$ cat config.mk
export PLATFORM = sky130hd
export DESIGN_NAME = mem_port_arbiter
export DESIGN_NICKNAME = d
export VERILOG_FILES = /design/src/rtl/mem_port_arbiter.sv
export SDC_FILE = /design/constraint.sdc
export NUM_CORES = 1
export LEC_CHECK = 0
export CAP_MARGIN = 20
export CORE_MARGIN = 3
export CORE_UTILIZATION = 30
export CTS_BUF_LIST = sky130_fd_sc_hd__clkbuf_8 sky130_fd_sc_hd__clkbuf_16
export DETAILED_ROUTE_END_ITERATION = 8
export HOLD_SLACK_MARGIN = 0.02
export PLACE_DENSITY = 0.7
export SLEW_MARGIN = 20
export SYNTH_ARGS = -nofsm -noshare
export SYNTH_HDL_FRONTEND = slang
export SYNTH_SLANG_ARGS = --single-unit
$ cat constraint.sdc
create_clock -name mem_clk -period 2.6 [get_ports mem_clk]
set_input_delay 0.39 -clock mem_clk [delete_from_list [all_inputs] [get_ports mem_clk]]
set_output_delay 0.39 -clock mem_clk [all_outputs]
set_load 0.02 [all_outputs]
$ cat src/rtl/mem_port_arbiter.sv
// Shares one single-ported word memory between the instruction-fetch
// and data load/store ports: data-priority arbitration with a bound on
// how long a pending fetch can starve. Each access runs through a small
// FSM, and read data comes back registered with a one-cycle ack pulse.
// Ports: mem_clk/nreset; i_* fetch port (req/addr in; rdata/ack/err out);
// d_* data port (req/we/addr/wdata in; rdata/ack/err out);
// m_* memory side (en/we/addr/wdata out; rdata in); busy out.
module mem_port_arbiter #(
  parameter int ADDR_W     = 16,
  parameter int DATA_W     = 32,
  parameter int STARVE_MAX = 3
) (
  input  logic              mem_clk,
  input  logic              nreset,
  input  logic              i_req,
  input  logic [ADDR_W-1:0] i_addr,
  output logic [DATA_W-1:0] i_rdata,
  output logic              i_ack,
  output logic              i_err,
  input  logic              d_req,
  input  logic              d_we,
  input  logic [ADDR_W-1:0] d_addr,
  input  logic [DATA_W-1:0] d_wdata,
  output logic [DATA_W-1:0] d_rdata,
  output logic              d_ack,
  output logic              d_err,
  output logic              m_en,
  output logic              m_we,
  output logic [ADDR_W-1:0] m_addr,
  output logic [DATA_W-1:0] m_wdata,
  input  logic [DATA_W-1:0] m_rdata,
  output logic              busy
);

  localparam int CW = $clog2(STARVE_MAX + 1);

  typedef enum logic [1:0] {
    IDLE,
    ACCESS,
    RESP
  } state_t;

  state_t            state_q, state_d;
  logic              go_q, go_d;
  logic              own_q, own_d;
  logic              we_q, we_d;
  logic [ADDR_W-1:0] addr_q, addr_d;
  logic [DATA_W-1:0] wdata_q, wdata_d;
  logic [DATA_W-1:0] i_rdata_q, i_rdata_d;
  logic [DATA_W-1:0] d_rdata_q, d_rdata_d;
  logic              i_ack_q, i_ack_d;
  logic              d_ack_q, d_ack_d;
  logic              i_err_q, i_err_d;
  logic              d_err_q, d_err_d;
  logic [CW-1:0]     starve_cnt_q, starve_cnt_d;

  logic              arb_ok;
  logic              starved;
  logic              pick_d;
  logic              mis;

  // Grants are taken only in a quiet IDLE cycle: no grant pending
  // and no ack on either port, so a requester that holds req across
  // its own ack is never double-granted.
  assign arb_ok  = (state_q == IDLE) & ~go_q & ~i_ack_q & ~d_ack_q;
  assign starved = starve_cnt_q == CW'(STARVE_MAX);
  assign pick_d  = d_req & ~(i_req & starved);
  assign mis     = pick_d ? (d_addr[1:0] != 2'b00)
                          : (i_addr[1:0] != 2'b00);

  always_comb begin
    state_d      = state_q;
    go_d         = 1'b0;
    own_d        = own_q;
    we_d         = we_q;
    addr_d       = addr_q;
    wdata_d      = wdata_q;
    i_rdata_d    = i_rdata_q;
    d_rdata_d    = d_rdata_q;
    i_ack_d      = 1'b0;
    d_ack_d      = 1'b0;
    i_err_d      = 1'b0;
    d_err_d      = 1'b0;
    starve_cnt_d = starve_cnt_q;
    unique case (state_q)
      IDLE: begin
        if (!i_req) starve_cnt_d = '0;
        if (go_q) begin
          state_d = ACCESS;
        end else if (arb_ok && (i_req || d_req)) begin
          own_d  = pick_d;
          addr_d = pick_d ? d_addr : i_addr;
          we_d   = pick_d & d_we;
          if (pick_d) wdata_d = d_wdata;
          if (!pick_d) begin
            starve_cnt_d = '0;
          end else if (i_req && !starved) begin
            starve_cnt_d = starve_cnt_q + CW'(1);
          end
          // Misaligned: answer with ack+err next cycle, skip memory.
          if (mis) begin
            d_ack_d = pick_d;
            d_err_d = pick_d;
            i_ack_d = ~pick_d;
            i_err_d = ~pick_d;
          end else begin
            go_d = 1'b1;
          end
        end
      end
      ACCESS: begin
        if (we_q) begin
          state_d = IDLE;
          d_ack_d = 1'b1;
        end else begin
          state_d = RESP;
        end
      end
      RESP: begin
        state_d = IDLE;
        if (own_q) begin
          d_rdata_d = m_rdata;
          d_ack_d   = 1'b1;
        end else begin
          i_rdata_d = m_rdata;
          i_ack_d   = 1'b1;
        end
      end
      default: state_d = IDLE;
    endcase
  end

  always_ff @(posedge mem_clk or negedge nreset) begin
    if (!nreset) begin
      state_q      <= IDLE;
      go_q         <= 1'b0;
      own_q        <= 1'b0;
      we_q         <= 1'b0;
      addr_q       <= '0;
      wdata_q      <= '0;
      i_rdata_q    <= '0;
      d_rdata_q    <= '0;
      i_ack_q      <= 1'b0;
      d_ack_q      <= 1'b0;
      i_err_q      <= 1'b0;
      d_err_q      <= 1'b0;
      starve_cnt_q <= '0;
    end else begin
      state_q      <= state_d;
      go_q         <= go_d;
      own_q        <= own_d;
      we_q         <= we_d;
      addr_q       <= addr_d;
      wdata_q      <= wdata_d;
      i_rdata_q    <= i_rdata_d;
      d_rdata_q    <= d_rdata_d;
      i_ack_q      <= i_ack_d;
      d_ack_q      <= d_ack_d;
      i_err_q      <= i_err_d;
      d_err_q      <= d_err_d;
      starve_cnt_q <= starve_cnt_d;
    end
  end

  assign m_en    = state_q == ACCESS;
  assign m_we    = m_en & we_q;
  assign m_addr  = addr_q;
  assign m_wdata = wdata_q;
  assign i_rdata = i_rdata_q;
  assign d_rdata = d_rdata_q;
  assign i_ack   = i_ack_q;
  assign d_ack   = d_ack_q;
  assign i_err   = i_err_q;
  assign d_err   = d_err_q;
  assign busy    = state_q != IDLE;

endmodule

==> impl_results.md, run 1 <==
- Synthesis-to-finish area growth: 61.4%
- Max-slew violations: 0
- Ports: 220
- PortBufs: roughly 220
- Yosys reg bits: approximately 120
- Max frequency: around 450 MHz
- Worst slew margin: 0.707
- Sink Count: between 100 and 150
- Post-CTS setup buffer count: 0
- CTS Buffer Depth: 2
- Skew-Pair Late Insertion Delay: 0.41 ns
- Post-DRT Antenna Nets: 0
- Max cap viols: 0
- Tmin final: ~2.2 ns
- WS Path Type: reg -> out
- Gpl congestion: 0.730
- Routed wire per std cell: 16.8 um
- Share of cells above drive strength 1: 0.310
- Setup TNS: 0 ns
- H-tree levels: 4
- Yosys top cell by area: dfrtp_1
- Yosys top cell area share: 0.625
- Delay-heaviest family, CP: buffers and inverters
- WP buf/inv: 1
- Final net count: about 640
- Metal1 wirelength: slightly above 5000 um
- Crit path cell chain: or2_0 -> clkdlybuf4s50_1
- Highest routed layer: met4
- CTS hold repair buffers: 1
- VDD IR max: ~0.45 mV
- Top post-synthesis cells by area: dfrtp_1 (63%), mux2_2 (22%), mux2_4 (8.2%)
- Final core utilization: 0.498
- Reg2Reg Depth: 4
- CTS root buf: clkbuf_16
- Starting DRT DRC Count: between 100 and 150
- CTS tree: done
- Routed met3 length: between 1000 and 1500 um
- Post-DP HPWL: 9750 um
- Top cells by count, synth: dfrtp_1 (123), mux2_2 (97), mux2_4 (27)
- Hold Crit Class: in -> async
- Max FO, Critical Path: 6
- Cells after Synth: approximately 300
- Leakage: between 0.003 and 0.004 uW
- Power per cell area: 1330 nW/um^2
- CP arrival: about 1.8 ns
- Syn. warnings: 0
- Reg clk slew, reported paths: about 0.060 ns
- CP peak stage delay: 0.69 ns
- Worst reg2reg startpoint: state_q[0]
- Reg2reg end: m_wdata[0]
- EDFF count, synth: 0
- Setup crit start kind: flip-flop
- Slowest CP cell: clkdlybuf4s50_1
- Most common cell in the netlist: dfrtp_1
- Top_reg_cell synth: dfrtp_1
- CP Data Required Time: around 2.2 ns
- Final hold violations: 0
- Flop2flop setup slack: ~0.57 ns
- GRT Util Overall: 0.149
- Die X: approximately 130 um
- Syn avg cell area: about 16 sq um
- # rows: 46
- Status: complete, no violations
- Number of global-route vias before repair: between 3000 and 4000
- RSZ-0062 raised after global routing: false
- Initial antenna violation count: 0
- First-pass GRT wire length: roughly 21000 um
- Post-CTS sizing: 0
- Distinct cells, synth: 28
- Die area: between 15000 and 20000 sq um
- Die height: around 130 um
- Syn nets: ~400
- Crit share post-route: 0.847
- Routed wl met2: ~6600 um
- # setup viols final: 0
- Worst slew pin tran: ~0.44 ns
- Asr flop ratio synth: 1.00
- Grt ovf: 0
- Std-Cell Core Area: roughly 16000 sq um
- Num CTS Buffers: 17
- Post-Syn Area: 4920 sq um
- Final wirelength: around 13000 um
- Drt pass-1 iters: 3
- Crit end category: output port
- Antenna Cells: 0
- Max Clock Skew: around 0.0094 ns
- Starting Density: 0.309
- Register area share after synthesis: 0.625
- Vias: ~3300
- Via density per instance: around 4.4
- DRC: 0
- Largest net degree at the start of global routing: 63
## final cells by class
cell class	count	area [sq um]
clock buffers	18	439
clock inverters	14	108
fillers	1389	8000
inverters	6	22.5
multi-input cells	157	1740
flip-flops and latches	123	3080
well taps	216	270
repair buffers	230	2290
## worst max path at each step
stage | start | to | slack [ns] | depth (start not counted)
2_1_floorplan | starve_cnt_q[0] | m_addr[6] | 0.65 | 6
3_3_place_gp | d_req | m_wdata[0] | 0.31 | 5
3_5_place_dp | d_req | m_wdata[0] | 0.26 | 5
4_1_cts | state_q[1] | busy | 0.35 | 2
5_1_grt | state_q[1] | m_we | 0.28 | 4
6_report | state_q[1] | busy | 0.40 | 2
## cells by family (layout without fill, tap and decap cells)
group | Yosys count | after routing | share of synthesized area
AO/OA/AOI/OAI | 6 | 6 | 0.00788
adder cells (fa/ha/maj) | 1 | 1 | 0.00254
multiplexers | 130 | 130 | 0.317
AND/OR/NAND/NOR | 20 | 20 | 0.0231
buffers and inverters | 21 | 268 | 0.0236
flip-flops | 123 | 123 | 0.625
## per-layer routing
metal  vias up  GRT usage
li1       1533          -
met1      1657      0.168
met2       132      0.259
met3        11     0.0555
met4         0     0.0520
met5         -          0
## metrics by stage
stage	std cells	power, uW	instance area [sq um]	hold slack (ns)	worst slack [ns]
final	764	10600	7950	0.490	0.397
after global routing	764	11100	7950	0.512	0.276
after CTS	764	10800	7950	0.485	0.351
after detailed placement	731	8530	7390	0.363	0.258
after global placement	731	8370	7390	0.359	0.315
after floorplan	301	6060	4920	0.0944	0.648
## power breakdown
| group | total, uW | switching [uW] | internal, uW |
|---|---|---|---|
| combinational | 5080 | 2280 | 2790 |
| clock | 2160 | 844 | 1320 |
| sequential | 3360 | 492 | 2860 |
| total | 10600 | 3620 | 6980 |
## placed cells by master, fill, tap and decap left out, types with 2 or more instances in the layout
master	Yosys	final
inv_1	6	8
dfrtp_1	123	123
nor2_1	6	6
buf_4	0	10
clkbuf_16	0	17
clkdlybuf4s50_1	0	218
nand2_1	3	3
clkinvlp_4	0	3
mux2_2	97	97
clkinv_2	0	6
and2_1	2	2
mux2_1	4	4
clkinv_4	0	2
mux2i_1	2	2
mux2_4	27	27
## sequential cells by signal, summed over array words and instances (netlist names)
name and flops:
d_ack 1, d_err 1, d_rdata 32, go_q 1, i_ack 1, i_err 1, i_rdata 32, m_addr 16
m_wdata 32, own_q 1, starve_cnt_q 2, state_q 2, we_q 1
Power figures use the tool's default switching activity.
==> run 2, diff against run 1 <==
--- a/config.mk
+++ b/config.mk
@@ -11,7 +11,7 @@
 export CTS_BUF_LIST = sky130_fd_sc_hd__clkbuf_8 sky130_fd_sc_hd__clkbuf_16
 export DETAILED_ROUTE_END_ITERATION = 8
 export HOLD_SLACK_MARGIN = 0.02
-export PLACE_DENSITY = 0.7
+export PLACE_DENSITY = 0.72
 export SLEW_MARGIN = 20
 export SYNTH_ARGS = -nofsm -noshare
 export SYNTH_HDL_FRONTEND = slang
==> constraint.sdc (replaced) <==
create_clock -name mem_clk -period 1.95 [get_ports mem_clk]
set_input_delay 0.2925 -clock mem_clk [delete_from_list [all_inputs] [get_ports mem_clk]]
set_output_delay 0.2925 -clock mem_clk [all_outputs]
set_load 0.02 [all_outputs]
==> run 2 against run 1 <==
Effect of this change: clock-buffer cell count up 4; critical path type unchanged; highest routed layer unchanged; cell count up 0.39%; critical endpoint unchanged; sequential share of layout area down 0.52 points; global-route usage down 0.20 points; combinational power up 35%; sequential power up 34%; register-to-register slack worse by 0.47 ns; non-clock buffer count up 4; die area unchanged; flip-flop and latch count unchanged; cell area up 1.4%; setup slack worse by 0.30 ns.
==> impl_results.md, run 2 (same netlist as run 1, synthesis figures left out) <==
- Final net count: 641 (+0.63%)
- Via density per instance: 4.33 (-0.84%)
- Drt pass-1 iters: 4 (+1)
- Fill cells: 1364 (-1.8%)
- Number of global-route vias before repair: 3797 (-0.18%)
- Gpl congestion: 0.755 (+3.4%)
- Largest net degree at the start of global routing: 71 (+13%)
- Status: complete, no violations
- Commonest non-fill, non-tap cell in the layout: clkdlybuf4s50_1
- VDD IR max: 0.631 mV (+41%)
- Die area: 18000 sq um (unchanged)
- Sink Count: 123 (unchanged)
- Skew-Pair Late Insertion Delay: 0.40 ns (about the same)
- PortBufs: 219 (unchanged)
- Max frequency: 539 MHz
- Num CTS Buffers: 17 (unchanged)
- Ports: 220 (unchanged)
- Worst slew pin tran: 0.391 ns (-0.0493 ns)
- GRT Util Overall: 0.147 (-0.00196)
- Max Clock Skew: 0.00645 ns (-0.00299 ns)
- Overall Power: 14500 uW (+36%)
- Crit end category: output port
- Synthesis-to-finish area growth: 63.7%
- Die height: 134 um (unchanged)
- Final core utilization: 0.505 (+0.00683)
- First-pass GRT wire length: 20600 um (-0.37%)
- Max FO, Critical Path: 5 (-1)
- H-tree levels: 4 (unchanged)
- CTS root buf: clkbuf_16
- RSZ-0062 raised after global routing: false
- # rows: 46 (unchanged)
- Initial antenna violation count: 0 (unchanged)
- Max cap viols: 0 (unchanged)
- Reg clk slew, reported paths: 0.05 ns (about the same)
- Final wirelength: 12900 um (+0.46%)
- # setup viols final: 0 (unchanged)
- Max-slew violations: 0 (unchanged)
- Setup crit start kind: flip-flop
- CP arrival: 1.56 ns (-0.25 ns)
- Post-DP HPWL: 9760 um (+0.14%)
- Power per cell area: 1800 nW/um^2 (+35%)
- Hold Crit Class: in -> async
- Multi-input gate area: 1740 sq um (+0.14%)
- Antenna Cells: 0 (unchanged)
- Die X: 134 um (unchanged)
- FF/Latch Area: 3080 sq um (unchanged)
- Grt ovf: 0 (unchanged)
- CTS Buffer Depth: 2 (unchanged)
- DRC: 0 (unchanged)
- Vias: 3318 (-0.45%)
- Starting Density: 0.309 (unchanged)
- Final hold violations: 0 (unchanged)
- Routed wire per std cell: 16.9 um (about the same)
- Crit share post-route: 0.951
- Std-Cell Core Area: 15900 sq um (unchanged)
- Worst slew margin: 0.740 (+0.0329)
- Share of cells above drive strength 1: 0.314 (+0.00376)
- Leakage: 0.00349 uW (+2.2%)
- Most frequent cells in the layout: clkdlybuf4s50_1 (215), dfrtp_1 (123), mux2_2 (97), mux2_4 (27), clkbuf_16 (17)
- CP Data Required Time: 1.66 ns (-0.55 ns)
- Starting DRT DRC Count: 101 (-1.9%)
- WS Path Type: reg -> out
- Tmin final: approximately 1.9 ns
- CTS tree: done
- Post-DRT Antenna Nets: 0 (unchanged)
[run 2: cell types whose count changed in the layout (fill, tap and decap cells not counted), sizes merged]
cell           delta
clkdlybuf4s50     -3
clkinvlp          -2
clkbuf            +4
clkinv            -4
buf               +4
dlygate4sd2       +3
bufinv            +1
[run 2: critical path, stage by stage, from the launching register on]
cell and delay [ns]:
dfrtp_1 0.40, or2_0 0.27, buf_4 0.17, dlygate4sd2_1 0.33
[run 2: final timing paths]
check | startpoint | endpoint | slack, ns | cells past startpoint
setup / recovery | state_q[0] | busy | 0.1 | 3
hold / removal | nreset | m_wdata[14] | 0.46 | 3
setup reg to reg | go_q | m_addr[6] | 0.1 | 5
hold reg to reg | m_wdata[1] | m_wdata[1] | 0.49 | 1
max in group asynchronous | nreset | d_rdata[25] | 1.14 | 3
min in group mem_clk | d_we | we_q | 0.46 | 3
[run 2: timing repair]
action	in CTS	in global routing
setup endpoints to repair	4	0
endpoints found under the hold margin	123	0
buffers inserted	0	0
resized for setup	4	0
hold buffers	1	0
[run 2: final cells by class]
class | instances | area share
clock buffers | 22 | 0.0614
clock inverters | 9 | 0.0118
inverters | 6 | 0.00280
multi-input cells | 157 | 0.217
flip-flops and latches | 123 | 0.382
well taps | 216 | 0.0336
repair buffers | 234 | 0.292
[run 2: metal layers]
layer  GRT usage  share of wire
met1       0.166           0.39
met2       0.252           0.51
met3      0.0529          0.077
met4      0.0605          0.022
met5           0              0
[run 2: power breakdown]
part | internal, uW | switching, uW | total [uW]
clock | 2020 | 1050 | 3080
sequential | 3820 | 686 | 4510
combinational | 3820 | 3050 | 6870
total | 9670 | 4790 | 14500
[run 2: metrics by stage]
stage	setup slack (ns)	hold WS (ns)	TNS, ns	std cells	area (sq um)
after floorplan	0.00224	-0.00309	0	301	4920
after global placement	-0.175	0.328	-5.78	735	7460
after detailed placement	-0.203	0.329	-6.70	735	7460
after CTS	0.0612	0.449	0	767	8060
after global routing	0.0137	0.463	0	767	8060
final	0.0956	0.463	0	767	8060
